$ cat src/rtl/fib_pkg.sv
// Shared types and seed constants for the Fibonacci/Lucas stream generator.
package fib_pkg;

    typedef enum logic {
        IDLE = 1'b0,
        RUN  = 1'b1
    } fib_state_t;

    // Classic Fibonacci sequence: 1, 1, 2, 3, 5, ...
    localparam int FIB_SEED0   = 1;
    localparam int FIB_SEED1   = 1;

    // Lucas sequence: 2, 1, 3, 4, 7, ...
    localparam int LUCAS_SEED0 = 2;
    localparam int LUCAS_SEED1 = 1;

endpackage

$ cat src/rtl/fib_step.sv
// One recurrence step: W-bit wrapped sum of two terms plus the carry out,
// which flags that the true sum no longer fits in W bits.
module fib_step #(
    parameter int W = 32
) (
    input  logic [W-1:0] a,
    input  logic [W-1:0] b,
    output logic [W-1:0] sum,
    output logic         carry
);

    logic [W:0] full_sum;

    // Widen by one bit so the carry is visible.
    always_comb begin
        full_sum = {1'b0, a} + {1'b0, b};
        sum      = full_sum[W-1:0];
        carry    = full_sum[W];
    end

endmodule

$ cat src/rtl/fib_stream_gen.sv
// Streams n terms of t(k) = t(k-1) + t(k-2) mod 2^W from run-time seeds over
// a valid/ready interface, with start/busy/done handshaking and sticky
// overflow detection (optionally stopping before the first wrapped term).
module fib_stream_gen
    import fib_pkg::*;
#(
    parameter int W  = 32,
    parameter int CW = 6
) (
    input  logic          clk,
    input  logic          rst,
    input  logic          start,
    input  logic [W-1:0]  seed0,
    input  logic [W-1:0]  seed1,
    input  logic [CW-1:0] n,
    input  logic          stop_on_ovf,
    output logic          out_valid,
    input  logic          out_ready,
    output logic [W-1:0]  out_data,
    output logic [CW-1:0] out_index,
    output logic          busy,
    output logic          done,
    output logic          overflow
);

    fib_state_t    state, state_next;

    // a is the term on the output, b the one after it; the flags mark
    // terms whose true value no longer fits in W bits.
    logic [W-1:0]  a, b;
    logic          a_ovf, b_ovf;
    logic [CW-1:0] cnt_n;
    logic          stop_mode;

    logic [W-1:0]  sum;
    logic          carry;
    logic          handshake;
    logic          stop_hit;
    logic          last;

    fib_step #(.W(W)) u_step (
        .a     (a),
        .b     (b),
        .sum   (sum),
        .carry (carry)
    );

    assign out_valid = (state == RUN);
    assign busy      = (state == RUN);
    assign out_data  = a;

    // State register.
    always_ff @(posedge clk) begin
        // NOTE: every clocked assignment is non-blocking so all registers
        // update together from the values present before the edge.
        if (rst) begin
            state <= IDLE;
        end else begin
            state <= state_next;
        end
    end

    // Next-state decode and end-of-run detection.
    always_comb begin
        // NOTE: every signal gets a default first so no path leaves it
        // unassigned, which would otherwise infer a latch.
        state_next = state;
        handshake  = 1'b0;
        stop_hit   = 1'b0;
        last       = 1'b0;
        case (state)
            IDLE: begin
                if (start && (n != '0)) begin
                    state_next = RUN;
                end
            end
            RUN: begin
                handshake = out_ready;
                // In stop mode the term after the current one has wrapped,
                // so the current term is the final one presented.
                stop_hit  = stop_mode && b_ovf;
                last      = (out_index == cnt_n - CW'(1)) || stop_hit;
                if (handshake && last) begin
                    state_next = IDLE;
                end
            end
            default: state_next = IDLE;
        endcase
    end

    // Term registers, flags, index, done pulse and sticky overflow.
    always_ff @(posedge clk) begin
        if (rst) begin
            a         <= '0;
            b         <= '0;
            a_ovf     <= 1'b0;
            b_ovf     <= 1'b0;
            cnt_n     <= '0;
            stop_mode <= 1'b0;
            out_index <= '0;
            done      <= 1'b0;
            overflow  <= 1'b0;
        end else begin
            done <= 1'b0;
            case (state)
                IDLE: begin
                    if (start) begin
                        overflow <= 1'b0;
                        if (n != '0) begin
                            a         <= seed0;
                            b         <= seed1;
                            a_ovf     <= 1'b0;
                            b_ovf     <= 1'b0;
                            cnt_n     <= n;
                            stop_mode <= stop_on_ovf;
                            out_index <= '0;
                        end else begin
                            done <= 1'b1;
                        end
                    end
                end
                RUN: begin
                    if (handshake) begin
                        if (a_ovf) begin
                            overflow <= 1'b1;
                        end
                        if (last) begin
                            done <= 1'b1;
                            if (stop_hit) begin
                                overflow <= 1'b1;
                            end
                        end else begin
                            a         <= b;
                            b         <= sum;
                            a_ovf     <= b_ovf;
                            b_ovf     <= carry | a_ovf | b_ovf;
                            out_index <= out_index + CW'(1);
                        end
                    end
                end
                default: ;
            endcase
        end
    end

endmodule

$ cat config.mk
export PLATFORM = sky130hd
export DESIGN_NAME = fib_stream_gen
export DESIGN_NICKNAME = d
export VERILOG_FILES = /design/src/rtl/fib_pkg.sv /design/src/rtl/fib_step.sv /design/src/rtl/fib_stream_gen.sv
export SDC_FILE = /design/constraint.sdc
export NUM_CORES = 1
export LEC_CHECK = 0
export CORE_UTILIZATION = 34
export DETAILED_ROUTE_END_ITERATION = 8
export SETUP_SLACK_MARGIN = 0.5
export SYNTH_ARGS = -nofsm -noshare
export SYNTH_HDL_FRONTEND = slang
export SYNTH_SLANG_ARGS = --single-unit
$ cat constraint.sdc
create_clock -name clk -period 2.48 [get_ports clk]
set_input_delay 0.248 -clock clk [delete_from_list [all_inputs] [get_ports clk]]
set_output_delay 0.248 -clock clk [all_outputs]
set_load 0.005 [all_outputs]
==> impl_metrics.tcl <==
set metrics [dict create \
    status "completed" \
    critPathKind "register to register" \
    setup_viol 0 \
    hold_path_class "primary input to register" \
    wl_per_cell_um 19.1 \
    min-delay-start "rst" \
    maxSlewHeadroom_pct 68.9 \
    drtPass1Iterations 5 \
    p_leak_nw 3.58 \
    ys_warn_count 0 \
    vias_per_cell 5.66 \
    hold_depth 4 \
    diodes 0 \
    crit_path_end_kind "register" \
    synth_ff_type "dfxtp_1" \
    drtIter0Drc 413 \
    max_freq_ghz 0.431 \
    pin_count 117 \
    syn_inst 683 \
    fin_util_pct 60.3 \
    crit_required_ps 2760 \
    multi_input_area_mm2 0.00482 \
    crit_arrival_ps 2600 \
    grt.overflow.total 0 \
    ys_seq_elements 82 \
    clock-sinks 82 \
    clock_path_buffers 2 \
    row_count 46 \
    drive_gt1_share_pct 39.0 \
    cts.clk_slew.worst_paths_ps 70 \
    seqCellArea_mm2 0.00170 \
    period_share_pct 93.7 \
    die_area_mm2 0.0170 \
    syn_to_final_growth_pct 72.0 \
    ys_types 66 \
    coreArea_mm2 0.0159 \
    maxCapViolCount 0 \
    syn-num-nets 793 \
    synth-edff-count 0 \
    fill_cells 1301 \
    wl_um 20800 \
    h-tree-depth 3 \
    portBuffers 116 \
    grt_pass1_wl_um 31900 \
    irDropWorstVdd_mv 0.363 \
    cp_max_fo 3 \
    detailed_place_hpwl_um 13000 \
    drc 0 \
    final_antenna_net_count 0 \
    clkLatencyLatePin_ps 360 \
    fin_crit_ps 2320 \
    fin_skew_ps 6.77 \
    grt_max_degree 30 \
    min_to "b[21]" \
    rr_startpoint "b[0]" \
    power.density_mw_per_mm2 559 \
    rr_worst_depth 13 \
    chipWidth_um 130 \
    synth_seq_area_share_pct 29.4 \
    cts_tree "done" \
    syn-cell-area_mm2 0.00559 \
    gr-usage-all-layers_pct 24.5 \
    antenna_found_initial 0 \
    nets 975 \
    grt_pass1_vias 6020 \
    async_flop_share_pct 0 \
    initial_core_util_pct 35.1 \
    hold_slack_ps 441 \
    rrSetupSlack_ps 160 \
    finalMaxSlewViolations 0 \
    rsz0062_at_grt "true" \
    finalHoldViolations 0 \
    vias 6144 \
    root_buffer "clkbuf_16" \
    avgSynthCellArea_um2 8.19 \
    worstReg2RegEnd "b[10]" \
    die_h_um 130 \
    gp_congestion 0.887 \
    cts_buffers 9 \
    start_kind "register" \
    tightest_slew_ps 465 \
]
-- sequential cells by signal, indices dropped and copies added (netlist names) --
signal     cells
stop_mode      1
busy           1
a_ovf          1
b_ovf          1
overflow       1
out_data      32
out_index      6
done           1
b             32
cnt_n          6
-- power breakdown --
group,switching [mW],internal (mW),total [mW]
combinational,1.02,1.13,2.15
sequential,0.177,1.45,1.63
clock,0.607,0.985,1.59
total,1.80,3.57,5.38
-- cell type report --
cell class	instances	area share, %
multi-input cells	544	50.2
repair buffers	214	25.2
flip-flops and latches	82	17.7
well taps	216	2.81
clock buffers	9	2.34
clock inverters	7	1.21
inverters	14	0.547
-- synthesized netlist by cell type (2+ instances only) --
library cell | number | share of area (%)
dfxtp_1 | 82 | 29
nor2_1 | 82 | 5.5
a21oi_1 | 58 | 5.2
nand2_1 | 55 | 3.7
a211oi_1 | 49 | 6.6
mux2i_1 | 41 | 7.3
ha_1 | 34 | 7.6
o21ai_0 | 30 | 2.7
clkbuf_1 | 23 | 1.5
xor2_1 | 20 | 3.1
inv_1 | 13 | 0.87
nand3_1 | 13 | 1.2
nor3_1 | 12 | 1.1
xnor2_1 | 12 | 1.9
a22oi_1 | 11 | 1.5
o21a_1 | 10 | 1.3
o22ai_1 | 10 | 1.1
nand4_1 | 9 | 1.0
a21o_1 | 8 | 1.1
nor2b_1 | 8 | 0.90
a211oi_2 | 7 | 1.6
buf_2 | 7 | 0.63
nand2b_1 | 7 | 0.78
buf_4 | 6 | 0.81
o31ai_1 | 6 | 0.81
o211ai_1 | 5 | 0.67
a31oi_1 | 4 | 0.45
and3_1 | 4 | 0.45
buf_6 | 4 | 0.81
or4_1 | 4 | 0.54
and2_1 | 3 | 0.34
a21boi_0 | 2 | 0.27
a221oi_1 | 2 | 0.31
a311oi_1 | 2 | 0.31
a31o_2 | 2 | 0.31
and4_1 | 2 | 0.31
nand3b_1 | 2 | 0.27
nor4_1 | 2 | 0.22
o211a_1 | 2 | 0.36
o21bai_1 | 2 | 0.27
o221ai_1 | 2 | 0.31
or3_1 | 2 | 0.22
-- routing by layer --
metal  part of all wire (%)  global-route usage (%)
met5                      0                       0
met4                    1.7                    8.28
met3                    4.8                    3.20
met2                     49                    41.7
met1                     44                    31.7
-- critical path, stage by stage (launching register included) --
cell      delay, ps
dfxtp_2         360
ha_4            140
inv_2            30
fa_2            350
nand2b_4        170
a21oi_4         190
buf_6           120
buf_6           100
o21ai_4          80
buf_6           140
nand2_2          80
xor2_2          170
mux2i_1         110
a211oi_2        220
-- placed cells by master, fill, tap and decap left out, drive strengths merged, types with 31 or more instances in the layout --
cell type and instances:
mux2i 41, o21ai 31, a21oi 58, dfxtp 82, ha 34, clkdlybuf4s50 115, nand2 55, buf 96
a211oi 56, nor2 83
-- worst max-delay path by stage --
stage / from / endpoint / slack (ps) / cells past startpoint
2_1_floorplan: b[0] / b_ovf / 400 / 10
3_3_place_gp: n[1] / out_index[5] / 40 / 8
3_5_place_dp: n[1] / b[19] / -30 / 7
4_1_cts: out_data[0] / b_ovf / 110 / 10
5_1_grt: b[9] / b[19] / 70 / 8
6_report: b[0] / b[10] / 160 / 13
-- what timing repair did --
action,in CTS,in global routing
resized for setup,202,66
gates cloned,13,4
setup endpoints to repair,74,74
setup buffers,41,9
hold buffers,0,0
hold endpoints to repair,0,0
pin swaps,49,25
-- per-stage QoR --
stage	cell area (um^2)	TNS, ps	power, mW	worst slack, ps	instances
after CTS	9180	0	5.20	111	1073
after global routing	9610	0	5.63	70.1	1086
after global placement	7380	0	3.06	38.7	1003
final	9610	0	5.38	157	1086
after detailed placement	7380	-52.5	3.09	-29.8	1003
after floorplan	5960	0	2.60	397	683
-- cells by family (layout without fill, tap and decap cells) --
family	Yosys count	count (layout)	share of synthesized area, %
compound gates	225	225	27.5
simple gates	211	211	17.6
flops	82	82	29.4
buf+inv	57	244	5.19
mux	41	41	7.34
fa+ha+maj	35	35	7.97
xor+xnor	32	32	5.01
(Power assumes the default switching activity.)
